## src/rtl/fetch_queue_unit.sv

```systemverilog
// ---------------------------------------------------------------------------
// fetch_queue_unit
//
// Purpose:
//   Fetch front end with a circular instruction queue of 2**IQ_WIDTH entries.
//   It generates the PC and requests instructions from the icache. It
//   redirects on JAL and predicted-taken branches. It stalls on JALR until
//   the target resolves. It empties the queue and redirects when the reorder
//   buffer flushes. Decode pops the head entry with a valid/ready handshake.
//
// Configuration macro:
//   IU_BRANCH_PREDICT_EN - when defined, conditional branches follow the
//                          'jump' hint. When undefined, branches are static
//                          not-taken: PC+4, and the recorded prediction is 0.
//
// Ports:
//   clockIn, resetIn            clock; synchronous active-high reset
//   instrInValid/instrIn/instrAddr  icache response (word + its address)
//   fetchValid/fetchAddr        fetch request to the icache (addr = PC)
//   jump                        predictor taken hint for the returned branch
//   jalrReady/jalrTarget        resolved JALR target
//   flushIn/flushPC             misprediction redirect
//   issueReady/issueValid       decode handshake on the queue head
//   issueInstr/issuePC/issuePredTaken  head entry (zero when empty)
//   iqCount                     queue occupancy
//   fsmStateDbg                 current FSM state (0 = FETCH, 1 = WAIT_JALR)
//
// Handshakes:
//   An icache response is consumed only in a cycle with fetchValid=1 and
//   instrAddr==fetchAddr. Decode pops the head on a rising edge where
//   issueValid && issueReady. issueValid does not depend on issueReady.
// ---------------------------------------------------------------------------
module fetch_queue_unit #(
  parameter int          ROB_WIDTH = 4,
  parameter int          IQ_WIDTH  = 3,
  parameter logic [31:0] RESET_PC  = 32'h0
) (
  input  logic              clockIn,
  input  logic              resetIn,
  input  logic              instrInValid,
  input  logic [31:0]       instrIn,
  input  logic [31:0]       instrAddr,
  output logic              fetchValid,
  output logic [31:0]       fetchAddr,
  input  logic              jump,
  input  logic              jalrReady,
  input  logic [31:0]       jalrTarget,
  input  logic              flushIn,
  input  logic [31:0]       flushPC,
  input  logic              issueReady,
  output logic              issueValid,
  output logic [31:0]       issueInstr,
  output logic [31:0]       issuePC,
  output logic              issuePredTaken,
  output logic [IQ_WIDTH:0] iqCount,
  output logic              fsmStateDbg
);

  localparam int                DEPTH     = 2 ** IQ_WIDTH;
  localparam logic [IQ_WIDTH:0] DEPTH_CNT = (IQ_WIDTH + 1)'(DEPTH);

  // ROB_WIDTH is carried for interface consistency with the rest of the core.
  localparam int unused_rob_width = ROB_WIDTH;

  localparam logic [6:0] OP_JAL    = 7'b1101111;
  localparam logic [6:0] OP_BRANCH = 7'b1100011;
  localparam logic [6:0] OP_JALR   = 7'b1100111;

  typedef enum logic {
    ST_FETCH     = 1'b0,
    ST_WAIT_JALR = 1'b1
  } state_t;

  state_t              state_q, state_d;
  logic [31:0]         pc_q, pc_d;
  logic [IQ_WIDTH-1:0] head_q, head_d;
  logic [IQ_WIDTH-1:0] tail_q, tail_d;
  logic [IQ_WIDTH:0]   count_q, count_d;

  logic [31:0] instr_mem_q [DEPTH];
  logic [31:0] pc_mem_q    [DEPTH];
  logic        taken_mem_q [DEPTH];

  logic        full, empty, accept, pop, push;
  logic        push_taken, branch_taken;
  logic [6:0]  opcode;
  logic [31:0] j_imm, b_imm;

  // The low bit of a JALR target is always cleared, and 'jump' is unused
  // when branch prediction is compiled out.
  logic unused_inputs;
  assign unused_inputs = ^{jalrTarget[0], jump};

  assign opcode = instrIn[6:0];
  assign j_imm  = {{11{instrIn[31]}}, instrIn[31], instrIn[19:12], instrIn[20],
                   instrIn[30:21], 1'b0};
  assign b_imm  = {{19{instrIn[31]}}, instrIn[31], instrIn[7], instrIn[30:25],
                   instrIn[11:8], 1'b0};

`ifdef IU_BRANCH_PREDICT_EN
  assign branch_taken = jump;
`else
  assign branch_taken = 1'b0;
`endif

  assign full  = (count_q == DEPTH_CNT);
  assign empty = (count_q == '0);

  always_comb begin
    state_d    = state_q;
    pc_d       = pc_q;
    head_d     = head_q;
    tail_d     = tail_q;
    count_d    = count_q;
    push       = 1'b0;
    push_taken = 1'b0;

    fetchValid = (state_q == ST_FETCH) && !full;
    // Responses for any address other than the current PC are stale
    // leftovers from before a redirect, so they are dropped.
    accept     = instrInValid && fetchValid && (instrAddr == pc_q);
    pop        = !empty && issueReady;

    case (state_q)
      ST_FETCH: begin
        if (accept) begin
          push = 1'b1;
          case (opcode)
            OP_JAL: begin
              pc_d       = pc_q + j_imm;
              push_taken = 1'b1;
            end
            OP_BRANCH: begin
              push_taken = branch_taken;
              pc_d       = branch_taken ? (pc_q + b_imm) : (pc_q + 32'd4);
            end
            OP_JALR: begin
              // Target is unknown until execute resolves it, so stop
              // fetching and keep the PC until it arrives.
              state_d = ST_WAIT_JALR;
            end
            default: pc_d = pc_q + 32'd4;
          endcase
        end
      end
      ST_WAIT_JALR: begin
        if (jalrReady) begin
          pc_d    = {jalrTarget[31:1], 1'b0};
          state_d = ST_FETCH;
        end
      end
      default: state_d = ST_FETCH;
    endcase

    if (push) tail_d = tail_q + IQ_WIDTH'(1);
    if (pop)  head_d = head_q + IQ_WIDTH'(1);
    if (push && !pop)      count_d = count_q + (IQ_WIDTH + 1)'(1);
    else if (pop && !push) count_d = count_q - (IQ_WIDTH + 1)'(1);

    // A flush discards everything in flight this cycle, including an accept
    // or a pop that would otherwise happen at this edge.
    if (flushIn) begin
      state_d = ST_FETCH;
      pc_d    = flushPC;
      head_d  = '0;
      tail_d  = '0;
      count_d = '0;
      push    = 1'b0;
    end
  end

  always_ff @(posedge clockIn) begin
    if (resetIn) begin
      state_q <= ST_FETCH;
      pc_q    <= RESET_PC;
      head_q  <= '0;
      tail_q  <= '0;
      count_q <= '0;
    end else begin
      state_q <= state_d;
      pc_q    <= pc_d;
      head_q  <= head_d;
      tail_q  <= tail_d;
      count_q <= count_d;
    end
  end

  // Queue storage needs no reset: entries are only observed while counted.
  always_ff @(posedge clockIn) begin
    if (push && !resetIn) begin
      instr_mem_q[tail_q] <= instrIn;
      pc_mem_q[tail_q]    <= pc_q;
      taken_mem_q[tail_q] <= push_taken;
    end
  end

  assign fetchAddr      = pc_q;
  assign issueValid     = !empty;
  assign issueInstr     = empty ? 32'h0 : instr_mem_q[head_q];
  assign issuePC        = empty ? 32'h0 : pc_mem_q[head_q];
  assign issuePredTaken = empty ? 1'b0  : taken_mem_q[head_q];
  assign iqCount        = count_q;
  assign fsmStateDbg    = state_q;

endmodule

```

## config.mk

```make
export PLATFORM = sky130hd
export DESIGN_NAME = fetch_queue_unit
export DESIGN_NICKNAME = d
export VERILOG_FILES = /design/src/rtl/fetch_queue_unit.sv
export SDC_FILE = /design/constraint.sdc
export NUM_CORES = 1
export LEC_CHECK = 0
export CORE_MARGIN = 2
export CORE_UTILIZATION = 58
export CTS_CLUSTER_SIZE = 30
export DETAILED_ROUTE_END_ITERATION = 6
export HOLD_SLACK_MARGIN = 0.12
export PLACE_DENSITY = 0.81
export SLEW_MARGIN = 25
export SYNTH_ARGS = -nofsm -noshare
export SYNTH_HDL_FRONTEND = slang
export SYNTH_SLANG_ARGS = --single-unit
```

## constraint.sdc

```tcl
create_clock -name clockIn -period 7.8 [get_ports clockIn]
set_input_delay 1.17 -clock clockIn [delete_from_list [all_inputs] [get_ports clockIn]]
set_output_delay 1.17 -clock clockIn [all_outputs]
set_load 0.02 [all_outputs]
```

* Yosys cells after proc, flatten, opt, wreduce, memory -nomap -nowiden
Memories as Yosys holds them, arrays and structs flattened. A register that Yosys moved wholly into a read port is not among the register bits.
Cells that the tools add are included.
** Cells by class
- Divide/modulo/power cells :: 0
- Multiply operators :: 0
- Eq/ne operators :: 7
- Muxes and demuxes :: 28
- Shift-type cells :: 0
- Bitwise gates (word level) :: 1
- Magnitude comparators :: 0
- Add/sub/neg operators :: 6
- Reductions and logical operators :: 16
** Operator list (number)
- $mux 32 :: 5
- $pmux 32 s2 :: 2
- $add 32x3->32 const B :: 1
- $add 32x32->32 :: 1
- $eq 32x32->1 :: 1
- $mux 3 :: 6
- $eq 7x7->1 const B :: 2
- $mux 1 :: 12
- $ne 3x3->1 const B :: 3
- $mux 4 :: 2
- $logic_and 1x1->1 :: 7
- $add 3x1->3 const B :: 2
- $logic_not 1->1 :: 5
- $add 4x1->4 const B :: 1
- $eq 4x4->1 const B :: 1
- $logic_not 4->1 :: 1
- $sub 4x1->4 const B :: 1
- $reduce_and 3->1 :: 1
- $pmux 1 s2 :: 1
- $reduce_bool 2->1 :: 1
- $reduce_or 2->1 :: 1
- $not 1->1 :: 1
** Word-level totals
- Memory bits (read-only) :: 0
- Bits in registers :: 43
- Bits of input ports :: 135
- Memories :: 3
- Bits in latches :: 0
- Memory bits (writable) :: 520
** Memory list
- instr_mem_q :: depth 8, width 32, rd ports 1, clocked after Yosys merged registers in 1, wr ports 1, RTL line 80 : logic [31:0] instr_mem_q [DEPTH];
- pc_mem_q :: depth 8, width 32, rd ports 1, clocked after Yosys merged registers in 1, wr ports 1, RTL line 81 : logic [31:0] pc_mem_q [DEPTH];
- taken_mem_q :: depth 8, width 1, rd ports 1, clocked after Yosys merged registers in 1, wr ports 1, RTL line 82 : logic taken_mem_q [DEPTH];

* Depth between registers and ports, before layout
Gate-level depths: netlist of the first run.
- Depth after elaboration :: 11
- Depth in mapped cells :: 14
- Mapped depth without buffers :: 13

* Least setup slack after synthesis of the first run
No wires, ideal clock.
- Path type :: input-to-reg
- From :: input instrAddr[8]
- To :: memory instr_mem_q[6][0] (enable)
- Path slack :: 1.925 ns
- Data arrival time :: 5.386 ns
- Stages on the path :: 8
- Path through :: xnor2_1 -> nand4_1 -> nor4_1 -> nand4_1 -> nor4_4 -> and3_1 -> nand2b_1 -> nor2_1
** Between the ends
- Cells in the longest elaborated chain, start to end :: 8
** RTL lines
- start, declared :: RTL line 42 : input logic [31:0] instrAddr,
- $eq 32x32->1 :: RTL line 121 : accept = instrInValid && fetchValid && (instrAddr == pc_q);
- $logic_and 1x1->1 :: RTL line 121
- $mux 1 :: RTL line 126 : if (accept) begin
- $mux 1 :: RTL line 124 : case (state_q)
- $mux 1 :: RTL line 162 : if (flushIn) begin
- $logic_and 1x1->1 :: RTL line 190 : if (push && !resetIn) begin
- $mux 1 :: RTL line 190
- $mux 1 (implied by the code) :: RTL line 191 : instr_mem_q[tail_q] <= instrIn;
- end, declared :: RTL line 80
No other way between the ends.

* Worst setup path after layout of the first run
- From :: input instrAddr[2]
- To :: memory instr_mem_q[3][26] (enable)
Same word-level chain as after synthesis.

==> reports/qor.yml, run 1 <==
leakage_nw: 9.571
yosys_warnings: 0
die_width_um: 211.8
outcome: "finished clean"
critical_path.cell_chain: "clkdlybuf4s50_1, xnor2_1, nand4_1, nor4_1, nand4_1, nor4_4, and3_1, nand2_1, nor2_4, buf_4"
crit_slowest_cell: "sky130_fd_sc_hd__buf_4"
cts_tree: "built"
synth_largest_type_area_fraction_pct: 62.36
htree_levels: 2
post_drt_wl_per_cell_um: 27.27
finalHoldViolCount: 0
worst_ir_drop_vdd_v: 0.0001657
start_util_pct: 58.39
worstSetupStartpoint: "instrAddr[2]"
first_pass_iters: 5
cp-start-kind: "input port"
num-nets-final: 1969
synth_top_cells_by_area: "sky130_fd_sc_hd__edfxtp_1 (62%), sky130_fd_sc_hd__mux4_2 (12%), sky130_fd_sc_hd__dfxtp_1 (3.7%)"
worst_slew_margin_rel_pct: 35.29
min_path_type: "flip-flop to flip-flop"
numPlacedInstances: 2324
critical_path.most_common_cell: "sky130_fd_sc_hd__nand4_1"
remaining_drc_errors: 0
global_route.overflow_total: 0
post-synth-top-area-cell: "sky130_fd_sc_hd__edfxtp_1"
utilization_pct: 69.87
portBuffers: 236
globalRouteMet3Util_pct: 5.785
cts.sinks: 566
via_count_of_the_first_global_routing_pass: 15670
cts_made_buffers: 53
stdcell_area_um2: 29970
finalSetupViolCount: 0
ys_types: 77
syn_nets: 1721
design.die.area_um2: 44850
asyncSetResetFlopFracSynth_pct: 0
synth.avg_cell_area_um2: 16.18
first_pass_grt_wire_length_um: 97920
rsz0062_at_grt: "false"
critical_path.reg2reg.startpoint: "fetchAddr[2]$_SDFFE_PP0P_"
cts.repair_timing.setup_buffer_count: 0
max_stage_delay_ps: 850
finish.cell_count_without_fillers: 2425
syn_inst: 1548
top_usage_layer: "met2"
final_worst_clock_skew_ps: 14.04
setup-tns-final_ps: 0
crit_fanout: 52
clkSlewWorstSetupHoldPaths_ps: 60
synth.cell_area_um2: 25040
ant_nets: 0
synth.yosys.seq_area_share_pct: 66.03
timing_worst_slew_pin_value_ps: 970.7
final_min_period_over_clock_period_pct: 64.06
timing.final.max_slew_violations: 0
antenna_found_initial: 0
post_dp_cell_area_um2: 28170
row_count: 76
io_pins: 239
cts.hold.buffers_added: 0
antenna_cells_inserted: 0
synthFlopType: "sky130_fd_sc_hd__edfxtp_1"
final.fill_count: 2727
dr_vias_cell: 6.402
cts_resized: 0
fmax_mhz: 200.1
dp_hpwl_um: 41020
timing.setup.critical_path_class: "input port to flip-flop"
clockBufferDepth: 3
vias: 15530
worstSetupEndpointType: "flip-flop"
core_area_um2: 42890
die_height_um: 211.8
synth-edff-count: 520
min_period_ps: 4997
ys_seq_elements: 566
arrival_ps: 5220
synth_common_cells: "sky130_fd_sc_hd__edfxtp_1 (520), sky130_fd_sc_hd__nor2_1 (131), sky130_fd_sc_hd__mux4_2 (130)"
grt_usage_pct: 30.01
maxcap_viol_count: 0
worst_path_required_time_ps: 8020
iteration_0_drc_markers: 1692
syn2layout_area_growth_pct: 19.66
hp-start: "head_q[1]$_SDFFE_PP0P_"
grt_util_met1_pct: 39.95
grt_max_degree: 55
clock_insertion_delay_worst_skew_ps: 610
grt_use_met2_pct: 48.77
route.final.wire_length_um: 66140
power_density_nw_per_um2: 213.5
synth_most_common_cell: "sky130_fd_sc_hd__edfxtp_1"
root_buffer: "sky130_fd_sc_hd__clkbuf_16"
place_congestion: 1.001
drive_gt1_share_pct: 15.38
[flip-flops by register name, summed over array words and instances, names as in the netlist, named ones only]
name	count
fetchAddr	32
fsmStateDbg	1
head_q	3
instr_mem_q	256
iqCount	4
pc_mem_q	256
tail_q	3
taken_mem_q	8
[cell type report]
cell class | count | area [um^2] | area share (%)
clock buffers | 63 | 1385 | 4.622
clock inverters | 36 | 376.6 | 1.257
flip-flops and latches | 566 | 16550 | 55.22
inverters | 19 | 71.32 | 0.2380
multi-input cells | 881 | 8134 | 27.15
well taps | 585 | 732.0 | 2.443
repair buffers | 275 | 2719 | 9.073
[worst max-delay path: cells and delay by family]
family                 cells  cell delay (ps)
AND/OR/NAND/NOR            7             2190
buffers and inverters      2             1270
XOR/XNOR                   1              530
[path summary, 6_finish.rpt]
path / to / slack, ps / depth (start not counted)
max: instr_mem_q[3][26]$_DFFE_PP_ / 2800 / 10
max reg2reg: instr_mem_q[3][26]$_DFFE_PP_ / 3180 / 9
min reg2reg: flip-flop / 530 / 2
min: flip-flop / 530 / 2
[cell families after synthesis]
family	synth area share [%]
AOI/OAI and AO/OA	6.121
xor gates and xnor gates	2.763
adders and majority gates	1.959
buffers and inverters	1.764
DFF	66.03
muxes	14.77
and+or+nand+nor	6.585
[cells in the final DEF (no fill, tap or decap), types with 10 or more instances in the layout]
master | netlist | layout
sky130_fd_sc_hd__a211oi_1 | 11 | 11
sky130_fd_sc_hd__a21o_1 | 26 | 26
sky130_fd_sc_hd__a21oi_1 | 53 | 53
sky130_fd_sc_hd__a221oi_1 | 10 | 10
sky130_fd_sc_hd__and3_1 | 11 | 11
sky130_fd_sc_hd__buf_4 | 0 | 33
sky130_fd_sc_hd__clkbuf_16 | 0 | 54
sky130_fd_sc_hd__clkdlybuf4s50_1 | 0 | 235
sky130_fd_sc_hd__clkinv_2 | 0 | 14
sky130_fd_sc_hd__dfxtp_1 | 46 | 43
sky130_fd_sc_hd__edfxtp_1 | 520 | 520
sky130_fd_sc_hd__ha_1 | 36 | 36
sky130_fd_sc_hd__inv_1 | 18 | 18
sky130_fd_sc_hd__mux2i_1 | 76 | 76
sky130_fd_sc_hd__mux4_2 | 130 | 130
sky130_fd_sc_hd__nand2_1 | 75 | 75
sky130_fd_sc_hd__nand2b_1 | 11 | 11
sky130_fd_sc_hd__nand3_1 | 14 | 14
sky130_fd_sc_hd__nand4_1 | 26 | 26
sky130_fd_sc_hd__nor2_1 | 131 | 125
sky130_fd_sc_hd__nor3_1 | 18 | 18
sky130_fd_sc_hd__o21a_1 | 11 | 11
sky130_fd_sc_hd__o21ai_0 | 30 | 30
sky130_fd_sc_hd__xnor2_1 | 47 | 47
sky130_fd_sc_hd__xor2_1 | 32 | 32
[layer usage]
layer  share of wire (%)  vias up  wire length [um]
li1                    -     6689                 -
met1                  39     7835             25470
met2                  48      853             32080
met3                 8.6      148              5689
met4                 4.4        0              2903
met5                   0        -                 0
[metrics by stage]
stage	hold WS (ps)	worst slack, ps	power [mW]
2_1_floorplan	451.9	1925	3.619
3_5_place_dp	509.3	2228	3.825
6_report	528.4	2803	6.396
4_1_cts	522.7	2717	6.410
3_3_place_gp	450.3	2293	3.817
5_1_grt	553.1	2555	6.551
[power by group]
group,internal (mW),switching [mW]
combinational,0.176,0.231
clock,1.51,1.12
sequential,3.32,0.0455
total,5.00,1.39
(Power assumes the default switching activity.)
==> run 2: changes to the inputs <==
Clock period 7.8 ns to 4.7 ns, I/O delays scaled along.
==> run 2 against run 1 <==
First-iteration DRC count decreased by 6.5%. Register-to-register slack got worse by 2200 ps. Die area unchanged. Worst setup slack got worse by 2000 ps. Flip-flop and latch count unchanged. Via count increased by 0.15%. Non-clock buffer count increased by 22.
==> reports/qor.yml, run 2 (same netlist as run 1, synthesis figures left out) <==
outcome: "finished clean"
grt_usage_pct: 29.97
iteration_0_drc_markers: 1582
worstSetupEndpointType: "output pin"
post_dp_cell_area_um2: 28500
final.fill_count: 2708
ant_nets: 0
arrival_ps: 3200
worst_ir_drop_vdd_v: 0.0002980
io_pins: 239
start_util_pct: 58.39
seqPwrFrac_pct: 53.1
place_congestion: 0.9870
totalPowerFinal_mw: 10.48
finalSetupViolCount: 0
crit_family: "buffers and inverters"
die_height_um: 211.8
timing_worst_slew_pin_value_ps: 1075
timing.final.max_slew_violations: 0
clock_insertion_delay_worst_skew_ps: 610
worst_path_required_time_ps: 3990
worst_slack_ps: 796.7
power_density_nw_per_um2: 346.9
cts.hold.buffers_added: 0
syn2layout_area_growth_pct: 20.62
cts.repair_timing.setup_buffer_count: 0
grt_util_met1_pct: 40.74
remaining_drc_errors: 0
worst_slew_margin_rel_pct: 28.07
global_route.overflow_total: 0
setup-tns-final_ps: 0
stdcell_area_um2: 30200
clockBufferDepth: 3
cts.sinks: 566
crit_fanout: 47
num-nets-final: 1992
cts_tree: "built"
root_buffer: "sky130_fd_sc_hd__clkbuf_16"
leakage_nw: 9.673
min_period_ps: 3903
p_switching_mw: 2.257
finalHoldViolCount: 0
clkSlewWorstSetupHoldPaths_ps: 60
dr_vias_cell: 6.349
max_stage_delay_ps: 890
p_int_mw: 8.220
top_usage_layer: "met2"
via_count_of_the_first_global_routing_pass: 15650
fmax_mhz: 256.2
final_min_period_over_clock_period_pct: 83.05
antenna_found_initial: 3
critical_path.cell_chain: "buf_4, mux4_2, mux2i_1, nor2_1, clkdlybuf4s50_1"
vias: 15550
preCtsSetupSlack_ps: 449.6
grt_use_met2_pct: 49.02
globalRouteMet3Util_pct: 5.667
core_area_um2: 42890
dp_hpwl_um: 41500
cp-start-kind: "flip-flop"
maxcap_viol_count: 0
portBuffers: 236
first_pass_grt_wire_length_um: 97770
row_count: 76
die_width_um: 211.8
design.die.area_um2: 44850
drive_gt1_share_pct: 15.80
cts_made_buffers: 54
holdWs_ps: 499.7
switching_share_pct: 21.55
grt_max_degree: 66
crit_slowest_cell: "sky130_fd_sc_hd__dfxtp_4"
first_pass_iters: 5
post_drt_wl_per_cell_um: 26.95
share_comb_of_total_power_pct: 6.8
route.final.wire_length_um: 65990
final_worst_clock_skew_ps: 25.82
clock_power_share_pct: 40.1
final_common_cell: "sky130_fd_sc_hd__edfxtp_1"
cts_resized: 0
rsz0062_at_grt: "false"
layout.cells.most_common_list: "sky130_fd_sc_hd__edfxtp_1 (520), sky130_fd_sc_hd__clkdlybuf4s50_1 (236), sky130_fd_sc_hd__mux4_2 (130)"
min_path_type: "flip-flop to flip-flop"
timing.critical_path.buf_inv: 2
timing.setup.critical_path_class: "flip-flop to output pin"
htree_levels: 2
-- run 2: cell count changes in the layout (fill, tap and decap cells not counted), sizes merged --
cell / delta
inv: -3
buf: +21
clkbuf: +20
clkinvlp: -1
diode: +3
clkinv: -13
clkdlybuf4s50: +1
bufinv: -4
-- run 2: power by group through the flow --
stage                     sequential (mW)  clock [mW]  combinational [mW]
final                                5.56        4.20               0.716
after detailed placement             5.67           0               0.694
after global routing                 5.56        4.43               0.762
after CTS                            5.56        4.25               0.701
after global placement               5.66           0               0.683
after floorplan                      5.69           0               0.314
-- run 2: final timing paths --
check | slack [ps] | depth (start not counted) | to | startpoint
worst max register to register | 950 | 13 | iqCount[3]$_SDFFE_PP0P_ | fetchAddr[20]$_SDFFE_PP0P_
worst min-delay path | 500 | 2 | flip-flop | head_q[1]$_SDFFE_PP0P_
worst max-delay path | 800 | 5 | issuePC[11] | flip-flop
worst min register to register | 500 | 2 | flip-flop | head_q[1]$_SDFFE_PP0P_
-- run 2: cell type report --
cell class | count | area [um^2] | area share [%]
sequential | 566 | 16550 | 54.78
inverter | 19 | 71.32 | 0.2361
clock inverter | 15 | 160.2 | 0.5302
clock buffer | 83 | 1531 | 5.070
timing repair buffer | 297 | 3020 | 10.00
tap | 585 | 732.0 | 2.423
antenna | 3 | 7.507 | 0.02485
multi-input combinational | 881 | 8134 | 26.93
-- run 2: worst min-delay path: stages (launching register included) --
cell and delay [ps]:
sky130_fd_sc_hd__dfxtp_1 310, sky130_fd_sc_hd__nand2_1 60, sky130_fd_sc_hd__a21oi_1 80
-- run 2: through the flow --
stage / cells / util, %
after global routing: 2449 / 70.43
after floorplan: 1548 / -
after CTS: 2446 / 70.41
after global placement: 2348 / 66.47
after detailed placement: 2348 / 66.47
final: 2449 / 70.43
-- run 2: routing by layer --
layer / up-vias / part of all wire, %
met4: 0 / 3.5
met1: 7956 / 40
met3: 119 / 7.8
met2: 740 / 49
met5: - / 0
li1: 6734 / -
==> run 3: changes to the inputs <==
Clock period 4.7 ns to 3.7 ns, I/O delays scaled along.
==> run 3 against run 2 <==
Count of clock-buffer cells in the layout is 19 lower. Largest cell class unchanged. Highest routed layer unchanged. Non-clock buffer count is 108 higher. Utilization is 2.7 points higher. Global-route usage is 1.8 points higher. Largest power group unchanged. Cell area is 3.9% higher. Total power is 31% higher. Clock skew is 3.1 ps higher. Final cell count is 4.3% higher. Clock power is 35% higher. Via count is 3.5% higher. First-iteration DRC count is 18% higher.
==> reports/qor.yml, run 3 (same netlist as run 1, synthesis figures left out) <==
outcome: "finished clean"
preCtsSetupSlack_ps: -73.17
switching_share_pct: 21.79
global_route.overflow_total: 0
fmax_mhz: 281.1
worst_slack_ps: 142.1
clkSlewWorstSetupHoldPaths_ps: 60
cp-start-kind: "flip-flop"
timing_worst_slew_pin_value_ps: 911.8
totalPowerFinal_mw: 13.74
clockBufferDepth: 3
timing.setup.critical_path_class: "flip-flop to output pin"
iteration_0_drc_markers: 1870
row_count: 76
die_width_um: 211.8
first_pass_grt_wire_length_um: 103300
syn2layout_area_growth_pct: 25.29
clock_power_share_pct: 41.2
antenna_cells_inserted: 0
place_congestion: 0.9655
cts.sinks: 566
post_drt_wl_per_cell_um: 27.33
cts.hold.buffers_added: 0
maxcap_viol_count: 0
worst_path_required_time_ps: 3140
num-nets-final: 2100
p_switching_mw: 2.993
portBuffers: 236
worstSetupEndpointType: "output pin"
route.final.wire_length_um: 69830
first_pass_iters: 5
share_comb_of_total_power_pct: 7.4
final_common_cell: "sky130_fd_sc_hd__edfxtp_1"
layout.cells.most_common_list: "sky130_fd_sc_hd__edfxtp_1 (520), sky130_fd_sc_hd__clkdlybuf4s50_1 (235), sky130_fd_sc_hd__buf_4 (138)"
finalSetupViolCount: 0
rsz0062_at_grt: "false"
setup-tns-final_ps: 0
reg2reg_slack_ps: 460
finalHoldViolCount: 0
dr_vias_cell: 6.299
design.die.area_um2: 44850
holdWs_ps: 473.1
cts_tree: "built"
timing.final.max_slew_violations: 0
ant_nets: 0
root_buffer: "sky130_fd_sc_hd__clkbuf_16"
vias: 16090
power_density_nw_per_um2: 437.9
io_pins: 239
clock_insertion_delay_worst_skew_ps: 620
seqPwrFrac_pct: 51.4
die_height_um: 211.8
rr_worst_depth: 11
worst_slew_margin_rel_pct: 38.99
leakage_nw: 10.35
antenna_found_initial: 0
utilization_pct: 73.16
core_area_um2: 42890
arrival_ps: 3000
worst_ir_drop_vdd_v: 0.0004151
via_count_of_the_first_global_routing_pass: 16260
final_worst_clock_skew_ps: 28.93
dp_hpwl_um: 45310
htree_levels: 2
final_min_period_over_clock_period_pct: 96.16
cts_resized: 0
crit_fanout: 35
grt_max_degree: 46
p_int_mw: 10.74
min_path_type: "input port to flip-flop"
grt_usage_pct: 31.82
drive_gt1_share_pct: 22.28
cts.repair_timing.setup_buffer_count: 0
cts_made_buffers: 54
start_util_pct: 58.39
remaining_drc_errors: 0
min_period_ps: 3558
holdPathStages: 3
-- run 3: cell count changes in the layout (fill, tap and decap cells not counted), sizes merged, moves of 3 or more --
cell	change
bufinv	+5
clkinv	+13
buf	+109
diode	-3
clkbuf	-19
-- run 3: metrics by stage --
step,area [um^2],cells
5_1_grt,31380,2555
3_5_place_dp,29570,2456
6_report,31380,2555
3_3_place_gp,29570,2456
4_1_cts,31380,2555
2_1_floorplan,25160,1548
-- run 3: worst paths after layout --
| check | from | endpoint |
|---|---|---|
| worst max register to register | fetchAddr[2]$_SDFFE_PP0P_ | fetchAddr[29]$_SDFFE_PP0P_ |
| worst max-delay path | flip-flop | issuePC[14] |
| worst min-delay path | flushIn | fetchAddr[13]$_SDFFE_PP0P_ |
| worst min register to register | head_q[1]$_SDFFE_PP0P_ | head_q[1]$_SDFFE_PP0P_ |
-- run 3: worst max-delay path, stage by stage (launching register included) --
cell	delay (ps)
sky130_fd_sc_hd__dfxtp_4	510
sky130_fd_sc_hd__buf_12	340
sky130_fd_sc_hd__mux4_2	570
sky130_fd_sc_hd__mux2i_1	330
sky130_fd_sc_hd__nor2_1	90
sky130_fd_sc_hd__clkdlybuf4s50_1	550
-- run 3: cell type report --
class	count	area, um^2
Fill cell	2582	11510
Multi-Input combinational cell	881	8168
Sequential cell	566	16580
Timing Repair Buffer	405	4014
Clock buffer	64	1410
Clock inverter	35	399.1
Tap cell	585	732.0
Inverter	19	71.32
-- run 3: power by group through the flow --
stage,registers (mW),clock network (mW),logic (mW)
final,7.06,5.67,1.02
after floorplan,7.23,0,0.401
after global routing,7.06,5.95,1.08
after global placement,7.19,0,0.971
after CTS,7.05,5.72,0.995
after detailed placement,7.19,0,0.988
-- run 3: metal layers --
layer	wire length, um	vias to the layer above	share of wire (%)	global-route usage [%]
li1	-	6954	-	-
met4	2295	0	3.3	10.81
met5	0	-	0	0
met3	6110	128	8.7	5.593
met2	33860	913	48	51.91
met1	27560	8099	39	43.90
